==> src/rtl/pipeline_stall_controller.sv <==
// pipeline_stall_controller
//
// Central stall/flush sequencer for the 5-stage pipeline. It merges three
// hazard sources into one prioritised set of per-stage write enables,
// bubbles and flushes:
//   1. multi-cycle data-memory waits in MEM (freeze everything up to EX/MEM)
//   2. taken branch/jump redirects resolved in EX (flush IF/ID and ID/EX)
//   3. load-use hazards between the load in EX and its consumer in ID
// It also runs a small memory-wait FSM with a sticky timeout flag, and keeps
// saturating debug counters for each kind of event.
//
// Parameters
//   CNT_W        width of each saturating event counter
//   MEM_TIMEOUT  consecutive memory-wait cycles that set mem_timeout (>=1)
//
// Ports
//   clk, rst_n                        clock, synchronous active-low reset
//   id_ex_mem_read, id_ex_rd          load flag / destination of instr in EX
//   if_id_rs1, if_id_rs2              sources of instr in ID
//   ex_mem_mem_req, dmem_ready        data-memory access in MEM / completion
//   branch_taken                      branch/jump resolved taken in EX
//   pc_write .. ex_mem_write          pipeline register load enables
//   id_ex_bubble, mem_wb_bubble       bubble insertion selects
//   if_id_flush, id_ex_flush          clear-to-NOP controls
//   mem_timeout                       sticky memory-wait timeout flag
//   stall_count, mem_stall_count,
//   flush_count                       saturating debug event counters

module pipeline_stall_controller #(
    parameter int CNT_W       = 16,
    parameter int MEM_TIMEOUT = 255
) (
    input  logic             clk,
    input  logic             rst_n,
    input  logic             id_ex_mem_read,
    input  logic [4:0]       id_ex_rd,
    input  logic [4:0]       if_id_rs1,
    input  logic [4:0]       if_id_rs2,
    input  logic             ex_mem_mem_req,
    input  logic             dmem_ready,
    input  logic             branch_taken,
    output logic             pc_write,
    output logic             if_id_write,
    output logic             id_ex_write,
    output logic             ex_mem_write,
    output logic             id_ex_bubble,
    output logic             mem_wb_bubble,
    output logic             if_id_flush,
    output logic             id_ex_flush,
    output logic             mem_timeout,
    output logic [CNT_W-1:0] stall_count,
    output logic [CNT_W-1:0] mem_stall_count,
    output logic [CNT_W-1:0] flush_count
);

    // The wait counter is at least 8 bits but grows if MEM_TIMEOUT needs more.
    localparam int WAIT_W = ($clog2(MEM_TIMEOUT + 1) > 8) ? $clog2(MEM_TIMEOUT + 1) : 8;
    localparam logic [WAIT_W-1:0] TIMEOUT_VAL = WAIT_W'(MEM_TIMEOUT);

    typedef enum logic [0:0] {
        RUN      = 1'b0,
        MEM_WAIT = 1'b1
    } state_t;

    state_t            state;
    state_t            next_state;
    logic [WAIT_W-1:0] wait_cnt;
    logic [WAIT_W:0]   wait_cnt_inc;

    logic mem_freeze;
    logic load_use;
    logic branch_win;
    logic load_use_win;

    // Hazard detection and priority resolution. A memory freeze masks both
    // branch and load-use; they stay on the inputs and are re-presented once
    // the memory completes. A taken branch masks load-use because the
    // dependent instruction in ID is about to be flushed anyway.
    always_comb begin
        mem_freeze   = ex_mem_mem_req && !dmem_ready;
        load_use     = id_ex_mem_read && (id_ex_rd != 5'd0) &&
                       ((id_ex_rd == if_id_rs1) || (id_ex_rd == if_id_rs2));
        branch_win   = !mem_freeze && branch_taken;
        load_use_win = !mem_freeze && !branch_taken && load_use;
        wait_cnt_inc = {1'b0, wait_cnt} + (WAIT_W + 1)'(1);
    end

    // Next-state logic. The priority rules behave the same in both states;
    // MEM_WAIT exits in the first cycle the freeze condition drops, with no
    // separate recovery cycle.
    always_comb begin
        next_state = state;
        case (state)
            RUN:      next_state = mem_freeze ? MEM_WAIT : RUN;
            MEM_WAIT: next_state = mem_freeze ? MEM_WAIT : RUN;
            default:  next_state = RUN;
        endcase
    end

    // Pipeline control outputs. While reset is held the whole pipe is
    // disabled and cleared so no partial instruction leaks out of reset.
    always_comb begin
        pc_write      = 1'b1;
        if_id_write   = 1'b1;
        id_ex_write   = 1'b1;
        ex_mem_write  = 1'b1;
        id_ex_bubble  = 1'b0;
        mem_wb_bubble = 1'b0;
        if_id_flush   = 1'b0;
        id_ex_flush   = 1'b0;
        if (!rst_n) begin
            pc_write      = 1'b0;
            if_id_write   = 1'b0;
            id_ex_write   = 1'b0;
            ex_mem_write  = 1'b0;
            id_ex_bubble  = 1'b1;
            mem_wb_bubble = 1'b1;
            if_id_flush   = 1'b1;
            id_ex_flush   = 1'b1;
        end else if (mem_freeze) begin
            pc_write      = 1'b0;
            if_id_write   = 1'b0;
            id_ex_write   = 1'b0;
            ex_mem_write  = 1'b0;
            mem_wb_bubble = 1'b1;
        end else if (branch_taken) begin
            pc_write      = 1'b1;
            if_id_flush   = 1'b1;
            id_ex_flush   = 1'b1;
        end else if (load_use) begin
            pc_write      = 1'b0;
            if_id_write   = 1'b0;
            id_ex_bubble  = 1'b1;
        end
    end

    // State, wait tracking and event counters. Only the counter of the
    // winning rule advances, and every counter sticks at all-ones. The
    // timeout flag is sticky until reset; freezing carries on regardless.
    always_ff @(posedge clk) begin
        if (!rst_n) begin
            state           <= RUN;
            wait_cnt        <= '0;
            mem_timeout     <= 1'b0;
            stall_count     <= '0;
            mem_stall_count <= '0;
            flush_count     <= '0;
        end else begin
            state <= next_state;
            if (mem_freeze) begin
                if (wait_cnt != TIMEOUT_VAL) begin
                    wait_cnt <= wait_cnt + WAIT_W'(1);
                end
                if (wait_cnt_inc == {1'b0, TIMEOUT_VAL}) begin
                    mem_timeout <= 1'b1;
                end
                if (mem_stall_count != '1) begin
                    mem_stall_count <= mem_stall_count + CNT_W'(1);
                end
            end else begin
                wait_cnt <= '0;
            end
            if (branch_win && (flush_count != '1)) begin
                flush_count <= flush_count + CNT_W'(1);
            end
            if (load_use_win && (stall_count != '1)) begin
                stall_count <= stall_count + CNT_W'(1);
            end
        end
    end

endmodule
==> config.mk <==
export PLATFORM = sky130hd
export DESIGN_NAME = pipeline_stall_controller
export DESIGN_NICKNAME = d
export VERILOG_FILES = /design/src/rtl/pipeline_stall_controller.sv
export SDC_FILE = /design/constraint.sdc
export NUM_CORES = 1
export LEC_CHECK = 0
export CAP_MARGIN = 20
export CORE_MARGIN = 1.5
export CORE_UTILIZATION = 50
export CTS_CLUSTER_DIAMETER = 120
export DETAILED_ROUTE_END_ITERATION = 10
export PLACE_DENSITY = 0.82
export SYNTH_ARGS = -nofsm -noshare
export SYNTH_HDL_FRONTEND = slang
export SYNTH_SLANG_ARGS = --single-unit
export TNS_END_PERCENT = 10
==> constraint.sdc <==
create_clock -name clk -period 2.2 [get_ports clk]
set_input_delay 0.44 -clock clk [delete_from_list [all_inputs] [get_ports clk]]
set_output_delay 0.44 -clock clk [all_outputs]
set_load 0.01 [all_outputs]
# ---- Word-level counts from Yosys, hierarchy flattened
# Index checks and enable logic that the tools add are counted.
dict set report word_totals {
  ff_bits 57
  inputBits 21
  output_inout_bits 57
}
dict set report classes {
  add_sub_neg 5
  n_eq_ne 7
  muxes 15
  reduce_logical 16
}
# operator count
set op_table {}
lappend op_table {{16-bit by 1-bit adder with 16-bit output (second input constant)} 3}
lappend op_table {{16-bit inequality test (second input constant)} 3}
lappend op_table {{1-bit two-way mux} 15}
lappend op_table {{5-bit == test} 2}
lappend op_table {{8-bit by 1-bit adder with 9-bit output (second input constant)} 1}
lappend op_table {{9-bit by 8-bit == test with 1-bit output (second input constant)} 1}
lappend op_table {{8-bit by 1-bit adder with 8-bit output (second input constant)} 1}
lappend op_table {{1-bit logical AND} 8}
lappend op_table {{8-bit inequality test (second input constant)} 1}
lappend op_table {{2-bit AND reduction} 3}
lappend op_table {{5-bit nonzero test} 1}
lappend op_table {{1-bit logical NOT} 3}
lappend op_table {{1-bit logical OR} 1}

# ---- Depth between registers and ports, before layout
dict set report logic_depth {
  ltp_word 7
  mapped_depth 7
  depth_no_buf 6
}

# ---- Worst setup path after synthesis
# No wires, ideal clock.
dict set report synth_timing {
  path_kind {in2out}
  startpoint {in id_ex_rd[1]}
  endpoint {out pc_write}
  t_arrival_ps 1649
  slack_ps 111
  stages 7
  path_cell_list {xor2_1 > nor3_2 > a22oi_4 > buf_2 > nor2b_1 > nor2_1 > buf_4}
}
dict set report synth_via {
  elab_chain_len 7
  word_cells_on_any_way 10
  cone_classes {eq/ne (2); mux (4); reduce/logical (4)}
}
# element line
set synth_rtl {}
lappend synth_rtl {{start: declaration} 36} ;# input logic [4:0] id_ex_rd,
lappend synth_rtl {{5-bit == test / 5-bit nonzero test (equally long branches)} {82, 81}}
lappend synth_rtl {{1-bit logical OR / 1-bit logical AND (equally long branches)} {82, 81}}
lappend synth_rtl {{1-bit logical AND (*)} 81} ;# load_use = id_ex_mem_read && (id_ex_rd != 5'd0) &&
lappend synth_rtl {{1-bit two-way mux (*) (4 in a row)} n/a}
lappend synth_rtl {{end: declaration} 42} ;# output logic pc_write,
# Every way passes the cells marked *; elsewhere a longest branch is shown, timed or not.

# ---- Final worst setup path
dict set report layout_timing {
  startpoint {in branch_taken}
  endpoint {out id_ex_bubble}
}
dict set report layout_via {
  elab_chain_len 3
}
# element line
set layout_rtl {}
lappend layout_rtl {{start: declaration} 41} ;# input logic branch_taken,
lappend layout_rtl {{1-bit two-way mux} 126} ;# end else if (branch_taken) begin
lappend layout_rtl {{1-bit two-way mux} 120} ;# end else if (mem_freeze) begin
lappend layout_rtl {{1-bit two-way mux} 111} ;# if (!rst_n) begin
lappend layout_rtl {{end: declaration} 46} ;# output logic id_ex_bubble,
# No other way between the ends.

==> impl_metrics.json <==
{
  "outcome": "finished with violations",
  "violations": "setup timing",
  "synth_ff_type": "dfxtp_1",
  "layout.nets": 496,
  "dieArea_um2": 6867,
  "worst_slack_ns": -0.004674,
  "drive_above_1_share_pct": 12.63,
  "pre_cts_slack_ns": -0.5907,
  "rrSetupSlack_ns": 0.15,
  "cts-root-buf": "clkbuf_8",
  "clkTransAtPathRegs_ns": 0.06,
  "holdPathEnd": "stall_count[14]$_SDFFE_PN0P_",
  "die_x_um": 82.87,
  "final_antenna_net_count": 0,
  "worst_pin_slew_ns": 0.4945,
  "drt_iter0_markers": 185,
  "core_um2": 6026,
  "rsz0062_at_grt": "true",
  "leakagePower_uw": 0.001580,
  "ir_worst_vdd_mv": 0.3492,
  "r2r_cells": 7,
  "routedWlPerCell_um": 14.52,
  "synth_edf_count": 0,
  "h-tree-depth": 3,
  "period_needed_ns": 2.205,
  "ys_seq_area_share_pct": 35.78,
  "ios": 78,
  "final.setup_skew_ns": 0.005780,
  "hold_slack_ns": 0.4877,
  "avgSynthCellArea_um2": 8.482,
  "cts_hold_buffers": 0,
  "num_antenna_cells": 0,
  "grt_pass1_wl_um": 13540,
  "maxCapViolCount": 0,
  "power_density_nw_per_um2": 515.0,
  "vias": 3112,
  "ctsLongestPathBuffers": 2,
  "antenna_found_initial": 0,
  "endpoint_kind": "output port",
  "ys_ff_latch": 57,
  "worstReg2RegStart": "mem_stall_count[0]$_SDFFE_PN0P_",
  "drt_pass1_iterations": 4,
  "design_area_um2": 4312,
  "required_ns": 1.76,
  "ys_top_cells_by_area": "dfxtp_1 36%, xor2_1 6.9%, nor2_1 4.9%",
  "initial_core_util_pct": 52.93,
  "cts_num_sinks": 57,
  "min_path_cells": 2,
  "final_common_cell": "clkdlybuf4s50_1",
  "reg2reg_to": "mem_stall_count[4]$_SDFFE_PN0P_",
  "finalMaxSlewViolations": 0,
  "worstHoldStart": "stall_count[14]$_SDFFE_PN0P_",
  "yosys.area.top_type_share_pct": 35.78,
  "netlist_instances": 376,
  "async_flop_share_pct": 0,
  "cts_setup_buffers": 0,
  "finalCritPeriodShare_pct": 100.2,
  "dieHeight_um": 82.87,
  "synth-warning-count": 0,
  "gp_congestion": 0.8842,
  "crit_arrival_ns": 1.76,
  "syn_area_um2": 3189,
  "slew_headroom_pct": 66.81,
  "yosysTopAreaCell": "dfxtp_1",
  "drc_errors": 0,
  "finalSetupViolCount": 1,
  "crit_fanout": 2,
  "final_util_pct": 71.55,
  "wl_um": 7988,
  "cts_tree": "done",
  "syn-num-nets": 402,
  "syn2layout_area_growth_pct": 35.19,
  "start_kind": "input pin",
  "via_per_inst": 5.658,
  "grtUsageTotal_pct": 23.43,
  "grt_pass1_vias": 2967,
  "hold_viol": 0,
  "dp_hpwl_um": 5723,
  "numCtsBuffers": 9,
  "post_dp_cell_area_um2": 4135,
  "worstSetupPathType": "input pin to output port",
  "fmax_ghz": 0.4536,
  "layout_common_cells": "61 x clkdlybuf4s50_1, 57 x dfxtp_1, 40 x nor2_1",
  "grt_max_degree": 35,
  "min_path_type": "flop to flop",
  "numPortBuffers": 77,
  "yosys.cell_types.count": 51,
  "grt_overflow": 0,
  "clock_latency_ns": 0.33,
  "rows": 28
}
[logic make-up after synthesis]
group,synth area share [%]
flip-flops,35.78
buffers and inverters,3.099
AO/OA/AOI/OAI,9.415
XOR/XNOR,9.886
multiplexers,4.708
AND/OR/NAND/NOR,35.15
adder cells (fa/ha/maj),1.962
[power by group]
part           switching, uW  internal [uW]
registers               9.97           1040
clock network            414            556
logic                    107           93.5
total                    531           1690
[repair_timing]
action	4_1_cts	5_1_grt
pin swaps	7	2
cloned	0	0
gates resized for setup	30	5
endpoints found under the setup margin	8	6
[how the worst max path moves through the flow]
stage	startpoint	end	slack (ns)	cells past startpoint
6_report	branch_taken	id_ex_bubble	-0.005	7
3_3_place_gp	id_ex_rd[1]	id_ex_bubble	-0.60	7
2_1_floorplan	id_ex_rd[1]	pc_write	0.11	7
5_1_grt	if_id_rs1[2]	id_ex_bubble	-0.06	7
3_5_place_dp	id_ex_rd[1]	id_ex_bubble	-0.59	7
4_1_cts	if_id_rs1[0]	id_ex_bubble	-0.03	7
[routing by layer]
layer | global-route usage [%] | vias up | share of wire, %
li1 | - | 1529 | -
met1 | 28.84 | 1464 | 45
met2 | 39.25 | 101 | 48
met3 | 4.672 | 18 | 5.1
met4 | 11.06 | 0 | 2.1
met5 | 0 | - | 0
[synth_stat cells, drive strengths merged (2+ instances only)]
cell / count
clkbuf: 7
o31ai: 2
xnor2: 11
ha: 5
a211oi: 2
o211ai: 2
nor4b: 5
nand4: 11
or3: 3
and2: 5
or4: 3
nand2b: 17
nand2: 39
or2: 2
o2111ai: 5
o21bai: 2
nor2b: 3
buf: 7
nor3: 16
and3: 9
o21ai: 10
nand3: 20
and4: 7
nor2: 44
a21oi: 11
xor2: 25
a31oi: 3
dfxtp: 57
mux2i: 15
inv: 8
nor4: 11
[final cells by class]
cell class                      instances  area [um^2]
Tap cell                               75        93.84
Sequential cell                        57         1141
Clock buffer                           14        152.6
Multi-Input combinational cell        297         1971
Inverter                                8        30.03
Fill cell                             492         1714
Clock inverter                          2        37.54
Timing Repair Buffer                   97        885.9
[through the flow]
stage               total power, uW   TNS [ns]  std cells
floorplan                      1175          0        376
global placement               1276     -4.355        534
detailed placement             1281     -4.998        534
CTS                            2235   -0.02699        550
global route                   2293    -0.1603        550
finish                         2221  -0.004674        550
[critical path, stage by stage]
cell and delay [ns]:
clkdlybuf4s50_1 0.44, nand2b_1 0.18, a21oi_2 0.16, nand2_2 0.07, or2_1 0.26, nand2_1 0.08, buf_2 0.13
[sequential cells by signal, indices dropped and copies added, names as in the netlist]
name             count
wait_cnt             8
mem_stall_count     16
mem_timeout          1
stall_count         16
flush_count         16
(Power assumes the default switching activity.)
